<file path="src/rtl/hangman_pkg.sv">
// Shared constants and state types for the hangman round controller.
package hangman_pkg;

  localparam int unsigned KEY_W     = 5;
  localparam int unsigned LETTERS   = 26;
  localparam int unsigned IDX_OUT_W = 8;
  localparam int unsigned CNT_W     = 4;

  localparam logic [KEY_W-1:0] KEY_START      = 5'd26;
  localparam logic [KEY_W-1:0] KEY_MAX_LETTER = 5'd25;

  // Handler state encodings as reported on game_state.
  typedef enum logic [1:0] {
    GS_START    = 2'd0,
    GS_INGAME   = 2'd1,
    GS_WINGAME  = 2'd2,
    GS_LOSTGAME = 2'd3
  } game_state_e;

  // Round sequencer states.
  typedef enum logic [2:0] {
    ST_IDLE,
    ST_SELECT,
    ST_ARM,
    ST_WAIT_START,
    ST_WAIT_GUESS,
    ST_ISSUE,
    ST_SETTLE,
    ST_DONE
  } ctrl_state_e;

endpackage

</file>
<file path="src/rtl/hangman_round_ctrl_if.sv">
// Keyboard/handler-facing signal bundle of the round controller.
interface hangman_round_ctrl_if;
  import hangman_pkg::*;

  logic                 key_valid;
  logic [KEY_W-1:0]     key_code;
  logic                 key_ready;
  logic [1:0]           game_state;
  logic                 load;
  logic [KEY_W-1:0]     load_x;
  logic [LETTERS-1:0]   mask;
  logic [IDX_OUT_W-1:0] word_idx;
  logic                 dup_guess;
  logic                 round_over;
  logic [7:0]           wins;
  logic [7:0]           losses;

  // Surrounding system: keyboard decoder plus game handler.
  modport master (
    output key_valid, key_code, game_state,
    input  key_ready, load, load_x, mask, word_idx, dup_guess, round_over, wins, losses
  );

  // Round controller.
  modport slave (
    input  key_valid, key_code, game_state,
    output key_ready, load, load_x, mask, word_idx, dup_guess, round_over, wins, losses
  );

endinterface

</file>
<file path="src/rtl/hangman_word_rom.sv">
// Combinational word-mask table; the 16 base words repeat for larger tables.
module hangman_word_rom
  import hangman_pkg::*;
#(
  parameter int unsigned IDX_W = 4
) (
  input  logic [IDX_W-1:0]   idx,
  output logic [LETTERS-1:0] mask
);

  localparam logic [LETTERS-1:0] WORDS [16] = '{
    26'h00030C1,  // HANGMAN
    26'h0008811,  // APPLE
    26'h0002003,  // BANANA
    26'h000401C,  // CODE
    26'h0004944,  // LOGIC
    26'h2020013,  // ZEBRA
    26'h2110100,  // QUIZ
    26'h2000201,  // JAZZ
    26'h0600011,  // WAVE
    26'h0804020,  // FOX
    26'h1000410,  // KEY
    26'h0004C04,  // CLOCK
    26'h00A1110,  // TIMER
    26'h0046904,  // SILICON
    26'h0224950,  // VERILOG
    26'h2108810   // PUZZLE
  };

  logic [3:0] base;

  assign base = 4'(idx);
  assign mask = WORDS[base];

endmodule

</file>
<file path="src/rtl/hangman_round_ctrl.sv">
// Round sequencer between the keyboard letter decoder and the game handler.
module hangman_round_ctrl
  import hangman_pkg::*;
#(
  parameter int unsigned NUM_WORDS     = 16,
  parameter int unsigned SETTLE_CYCLES = 2,
  parameter logic [7:0]  LFSR_SEED     = 8'hA5
) (
  input  logic                 clk,
  input  logic                 reset,
  hangman_round_ctrl_if.slave  bus
);

  localparam int unsigned IDX_W = (NUM_WORDS > 1) ? $clog2(NUM_WORDS) : 1;

  ctrl_state_e          state_q, state_d;
  logic [7:0]           lfsr_q;
  logic [CNT_W-1:0]     cnt_q, cnt_d;
  logic [LETTERS-1:0]   tried_q, tried_d;
  logic [IDX_OUT_W-1:0] word_idx_q, word_idx_d;
  logic [LETTERS-1:0]   mask_q, mask_d;
  logic                 load_q, load_d;
  logic [KEY_W-1:0]     load_x_q, load_x_d;
  logic                 dup_q, dup_d;
  logic                 round_over_q;
  logic [7:0]           wins_q, wins_d;
  logic [7:0]           losses_q, losses_d;
  logic [IDX_W-1:0]     sel_idx;
  logic [LETTERS-1:0]   rom_mask;
  logic                 accept;

  assign sel_idx = lfsr_q[IDX_W-1:0];

  hangman_word_rom #(.IDX_W(IDX_W)) u_rom (
    .idx  (sel_idx),
    .mask (rom_mask)
  );

  assign bus.key_ready = (state_q == ST_IDLE) || (state_q == ST_WAIT_GUESS) || (state_q == ST_DONE);
  assign accept        = bus.key_valid && bus.key_ready;

  // Free-running word-select LFSR, taps 8,6,5,4.
  always_ff @(posedge clk) begin
    if (!reset) lfsr_q <= LFSR_SEED;
    else        lfsr_q <= {lfsr_q[6:0], lfsr_q[7] ^ lfsr_q[5] ^ lfsr_q[4] ^ lfsr_q[3]};
  end

  // State register.
  always_ff @(posedge clk) begin
    if (!reset) state_q <= ST_IDLE;
    else        state_q <= state_d;
  end

  // Next-state and registered-output values.
  always_comb begin
    state_d    = state_q;
    cnt_d      = cnt_q;
    tried_d    = tried_q;
    word_idx_d = word_idx_q;
    mask_d     = mask_q;
    load_d     = 1'b0;
    load_x_d   = load_x_q;
    dup_d      = 1'b0;
    wins_d     = wins_q;
    losses_d   = losses_q;
    unique case (state_q)
      ST_IDLE: begin
        if (accept && bus.key_code == KEY_START) state_d = ST_SELECT;
      end
      ST_SELECT: begin
        word_idx_d = IDX_OUT_W'(sel_idx);
        mask_d     = rom_mask;
        tried_d    = '0;
        load_d     = 1'b1;
        load_x_d   = KEY_START;
        state_d    = ST_ARM;
      end
      ST_ARM: begin
        cnt_d   = '0;
        state_d = ST_WAIT_START;
      end
      ST_WAIT_START: begin
        if (bus.game_state == GS_INGAME) begin
          state_d = ST_WAIT_GUESS;
        end else if (cnt_q == 4'd15) begin
          mask_d  = '0;
          state_d = ST_IDLE;
        end else begin
          cnt_d = cnt_q + 4'd1;
        end
      end
      ST_WAIT_GUESS: begin
        // A handler reset wins over any key offered in the same cycle.
        if (bus.game_state == GS_START) begin
          state_d = ST_IDLE;
        end else if (accept) begin
          if (bus.key_code == KEY_START) begin
            state_d = ST_SELECT;
          end else if (bus.key_code <= KEY_MAX_LETTER) begin
            if (tried_q[bus.key_code]) begin
              dup_d = 1'b1;
            end else begin
              tried_d[bus.key_code] = 1'b1;
              load_d   = 1'b1;
              load_x_d = bus.key_code;
              state_d  = ST_ISSUE;
            end
          end
        end
      end
      ST_ISSUE: begin
        cnt_d   = CNT_W'(SETTLE_CYCLES);
        state_d = ST_SETTLE;
      end
      ST_SETTLE: begin
        cnt_d = cnt_q - 4'd1;
        if (cnt_q <= 4'd1) begin
          cnt_d = '0;
          case (bus.game_state)
            GS_WINGAME: begin
              if (wins_q != 8'hFF) wins_d = wins_q + 8'd1;
              state_d = ST_DONE;
            end
            GS_LOSTGAME: begin
              if (losses_q != 8'hFF) losses_d = losses_q + 8'd1;
              state_d = ST_DONE;
            end
            GS_INGAME: state_d = ST_WAIT_GUESS;
            default:   state_d = ST_IDLE;
          endcase
        end
      end
      ST_DONE: begin
        if (accept && bus.key_code == KEY_START) state_d = ST_SELECT;
      end
      default: state_d = ST_IDLE;
    endcase
  end

  // Datapath and output registers.
  always_ff @(posedge clk) begin
    if (!reset) begin
      cnt_q        <= '0;
      tried_q      <= '0;
      word_idx_q   <= '0;
      mask_q       <= '0;
      load_q       <= 1'b0;
      load_x_q     <= '0;
      dup_q        <= 1'b0;
      round_over_q <= 1'b0;
      wins_q       <= '0;
      losses_q     <= '0;
    end else begin
      cnt_q        <= cnt_d;
      tried_q      <= tried_d;
      word_idx_q   <= word_idx_d;
      mask_q       <= mask_d;
      load_q       <= load_d;
      load_x_q     <= load_x_d;
      dup_q        <= dup_d;
      round_over_q <= (state_d == ST_DONE);
      wins_q       <= wins_d;
      losses_q     <= losses_d;
    end
  end

  assign bus.load       = load_q;
  assign bus.load_x     = load_x_q;
  assign bus.mask       = mask_q;
  assign bus.word_idx   = word_idx_q;
  assign bus.dup_guess  = dup_q;
  assign bus.round_over = round_over_q;
  assign bus.wins       = wins_q;
  assign bus.losses     = losses_q;

endmodule

</file>
<file path="src/flat_wrapper.sv">
// flat-port wrapper written by rule: the top's interface ports become plain ports
module hangman_round_ctrl_flat import hangman_pkg::*;
#(
  parameter int unsigned NUM_WORDS     = 16,
  parameter int unsigned SETTLE_CYCLES = 2,
  parameter logic [7:0]  LFSR_SEED     = 8'hA5
)
  (clk, reset, bus_key_valid, bus_key_code, bus_game_state, bus_key_ready, bus_load, bus_load_x, bus_mask, bus_word_idx, bus_dup_guess, bus_round_over, bus_wins, bus_losses);
  hangman_round_ctrl_if bus_i ();
  input  logic clk;
  input  logic reset;
  input wire logic [$bits(bus_i.key_valid)-1:0] bus_key_valid;
  input wire logic [$bits(bus_i.key_code)-1:0] bus_key_code;
  input wire logic [$bits(bus_i.game_state)-1:0] bus_game_state;
  output wire logic [$bits(bus_i.key_ready)-1:0] bus_key_ready;
  output wire logic [$bits(bus_i.load)-1:0] bus_load;
  output wire logic [$bits(bus_i.load_x)-1:0] bus_load_x;
  output wire logic [$bits(bus_i.mask)-1:0] bus_mask;
  output wire logic [$bits(bus_i.word_idx)-1:0] bus_word_idx;
  output wire logic [$bits(bus_i.dup_guess)-1:0] bus_dup_guess;
  output wire logic [$bits(bus_i.round_over)-1:0] bus_round_over;
  output wire logic [$bits(bus_i.wins)-1:0] bus_wins;
  output wire logic [$bits(bus_i.losses)-1:0] bus_losses;
  assign bus_i.key_valid = bus_key_valid;
  assign bus_i.key_code = bus_key_code;
  assign bus_i.game_state = bus_game_state;
  assign bus_key_ready = bus_i.key_ready;
  assign bus_load = bus_i.load;
  assign bus_load_x = bus_i.load_x;
  assign bus_mask = bus_i.mask;
  assign bus_word_idx = bus_i.word_idx;
  assign bus_dup_guess = bus_i.dup_guess;
  assign bus_round_over = bus_i.round_over;
  assign bus_wins = bus_i.wins;
  assign bus_losses = bus_i.losses;
  hangman_round_ctrl #(.NUM_WORDS(NUM_WORDS), .SETTLE_CYCLES(SETTLE_CYCLES), .LFSR_SEED(LFSR_SEED)) u_core (.clk(clk), .reset(reset), .bus(bus_i));
endmodule
</file>
<file path="config.mk">
export PLATFORM = sky130hd
export DESIGN_NAME = hangman_round_ctrl_flat
export DESIGN_NICKNAME = d
export VERILOG_FILES = /design/src/rtl/hangman_pkg.sv /design/src/rtl/hangman_round_ctrl_if.sv /design/src/rtl/hangman_word_rom.sv /design/src/rtl/hangman_round_ctrl.sv /design/src/flat_wrapper.sv
export SDC_FILE = /design/constraint.sdc
export NUM_CORES = 1
export LEC_CHECK = 0
export CORE_MARGIN = 2
export CORE_UTILIZATION = 58
export DETAILED_ROUTE_END_ITERATION = 16
export PLACE_DENSITY = 0.92
export SYNTH_ARGS = -nofsm -noshare
export SYNTH_HDL_FRONTEND = slang
export SYNTH_SLANG_ARGS = --single-unit
</file>
<file path="constraint.sdc">
create_clock -name clk -period 5.1 [get_ports clk]
set_input_delay 1.02 -clock clk [delete_from_list [all_inputs] [get_ports clk]]
set_output_delay 1.02 -clock clk [all_outputs]
set_load 0.01 [all_outputs]
</file>
==> flow_summary_export.csv <==
group,metric,value,unit
die,start_util,59.7,%
sta,finalMaxSlewViolations,0,
die,fp-row-count,32,
power_and_ir_drop,power_density,262,nW/um^2
power_and_ir_drop,vdd_drop_max,0.000195,V
die,core-area,7730,um^2
global_routing,grt_max_degree,51,
power_and_ir_drop,p_leak,1.99,nW
drt,drcViolationCount,0,
sta,relSlewSlack,34.2,%
logic_synthesis,synth_edf_count,0,
power_and_ir_drop,swShare,24.9,%
finish,layout_common_cells,"94 x dfxtp_1, 64 x clkdlybuf4s50_1, 62 x nand2_1, 56 x nor2_1, 31 x a21oi_1",
sta,skew,10.7,ps
critical_path,cpPeakStageDelay,840,ps
power_and_ir_drop,power_frac_seq,52.6,%
sta,period_minus_slack,3700,ps
clock_network,cts.clk_slew.worst_paths,100,ps
power_and_ir_drop,pwr-share-clk,39.0,%
clock_network,cts_hold_buffers,0,
critical_path,end_kind,"flip-flop",
finish,layout_commonest_cell,"dfxtp_1",
critical_path,setup.worst_path.class,"in2reg",
clock_network,cts_sinks,94,
global_routing,grt_pass1_vias,3750,
clock_network,cts_buffers,9,
logic_synthesis,synthFlopType,"dfxtp_1",
critical_path,cp_num_buf_inv,1,
logic_synthesis,syn_area_per_cell,8.54,um^2
clock_network,cts-resized-gates,0,
die,pin_count,69,
logic_synthesis,synth_warnings,0,
die,die_y,93.2,um
global_routing,antenna_found_initial,0,
critical_path,crit_family,"buffers and inverters",
drt,drt_iter0_drc,305,
drt,wl,11000,um
critical_path,crit_fanout,16,
critical_path,cp.arrival,3970,ps
clock_network,cts-htree-levels,3,
drt,dr.pass1.iters,5,
global_routing,grt_pass1_wl,18100,um
finish,drive_gt1_share,7.01,%
clock_network,postCtsSetupBuffers,0,
die,die_area,8680,um^2
logic_synthesis,synth.distinct_cells,68,
sta,final.setup.tns,0,ps
logic_synthesis,syn_area,4610,um^2
finish,n_antenna_cell,0,
run_status,outcome,"completed",
clock_network,cts_root_buf,"clkbuf_8",
sta,finalHoldViolations,0,
placement,io_buffers,64,
drt,postRouteAntennaNets,0,
critical_path,cp_slowest_cell,"clkdlybuf4s50_1",
die,die_x,93.2,um
sta,max_freq,270,MHz
placement,dpl.hpwl,7700,um
global_routing,grt_use_total,26.0,%
sta,worstMarginPinSlew,986,ps
finish,areaGrowthSynthToFinish,18.8,%
power_and_ir_drop,p_comb_share,8.4,%
clock_network,clockBufferDepth,2,
power_and_ir_drop,power,1.44,mW
critical_path,critPathLaunchType,"primary input",
logic_synthesis,synthCells,540,
drt,vias,4229,
logic_synthesis,ys_seq_area_share,40.8,%
global_routing,overflow,0,
drt,routed_via_density,6.16,
drt,wl_per_cell,16.0,um
critical_path,worstPathCellList,"clkdlybuf4s50_1 -> mux4_2 -> a221o_1 -> or4_1 -> o41ai_1",
clock_network,cts_tree,"built",
power_and_ir_drop,p_sw,358,uW
finish,final.fill_count,591,
critical_path,worstPathRequired,5380,ps
sta,setup_viol,0,
placement,place_congestion,0.940,
job,drv_cap,0,
clock_network,clk_latency,370,ps
sta,min_period_over_period,72.5,%
finish,nets,602,
power_and_ir_drop,p_int,1.08,mW
sta,rsz0062_at_grt,"no",
logic_synthesis,synth_seq_cells,94,
hold_path,worstHoldPathType,"reg2reg",
logic_synthesis,synthArstFlopShare,0,%
[per-layer routing]
metal  up-vias  part of all wire [%]  track usage [%]
met3        21                   6.3             4.19
met4         0                   1.7             7.97
met1      1993                    43             34.1
met5         -                     0                0
met2       185                    49             44.0
li1       2030                     -                -
[per-stage QoR]
step	setup WS [ps]	hold WS (ps)	area [um^2]	utilization, %	cells
floorplan	1810	386	4620	-	543
global placement	1090	394	5250	67.9	671
detailed placement	976	423	5250	67.9	671
CTS	1400	448	5480	70.9	687
global route	1260	466	5480	70.9	687
finish	1400	444	5480	70.9	687
[synthesized netlist by cell type (6+ instances only)]
cell / count / share of area [%]
mux2i_1: 15 / 3.3
o21ai_0: 18 / 2.0
nor2b_1: 7 / 0.95
nor3_1: 11 / 1.2
nor4_1: 7 / 0.95
nand3_1: 12 / 1.3
xor2_1: 7 / 1.3
nand4_1: 10 / 1.4
dfxtp_1: 94 / 41
nand2b_1: 11 / 1.5
inv_1: 11 / 0.90
or3_1: 9 / 1.2
a32oi_1: 6 / 1.1
a21oi_1: 31 / 3.4
nor2_1: 57 / 4.6
clkbuf_1: 31 / 2.5
ha_1: 12 / 3.3
nand3b_1: 8 / 1.3
o21ai_1: 6 / 0.65
and3_1: 7 / 0.95
nand2_1: 62 / 5.0
a32o_1: 7 / 1.5
[cells by family (layout without fill, tap and decap cells)]
group	Yosys count	in the layout	synth area share, %
compound gates	118	118	18.1
xor+xnor	12	12	2.28
fa+ha+maj	12	12	3.25
buf+inv	56	98	5.21
flops	94	94	40.8
mux	21	21	5.45
other cells	1	4	0.0813
simple gates	226	226	24.9
[final timing paths]
check / start / end / slack [ps] / depth (start not counted)
max: bus_key_code[0] / u_core.tried_q[18] / 1400 / 5
min: u_core.lfsr_q[6] / u_core.lfsr_q[7] / 440 / 1
max reg2reg: u_core.state_q[1] / u_core.tried_q[25] / 2020 / 5
min reg2reg: u_core.lfsr_q[6] / u_core.lfsr_q[7] / 440 / 1
[sequential cells by signal, summed over array words and instances, names as in the netlist, 3 cells and up]
| name | cells |
|---|---|
| u_core.tried_q | 26 |
| u_core.bus.mask | 25 |
| u_core.bus.losses | 8 |
| u_core.bus.wins | 8 |
| u_core.lfsr_q | 8 |
| u_core.bus.load_x | 5 |
| u_core.bus.word_idx | 4 |
| u_core.cnt_q | 4 |
| u_core.state_q | 3 |
[cell type report]
class	instances	area, um^2	area share (%)
Clock inverter	6	92.6	1.69
Multi-Input combinational cell	393	2500	45.7
Sequential cell	94	1880	34.3
Tap cell	102	128	2.33
Clock buffer	10	138	2.51
Inverter	11	41.3	0.754
Timing Repair Buffer	71	693	12.7
[power by group through the flow]
stage | clock network, mW | logic (mW) | registers, mW
CTS | 0.566 | 0.118 | 0.756
finish | 0.560 | 0.120 | 0.756
global route | 0.598 | 0.132 | 0.758
floorplan | 0 | 0.0947 | 0.763
detailed placement | 0 | 0.117 | 0.773
global placement | 0 | 0.114 | 0.773
No activity file was read; power rests on OpenSTA's default activity.
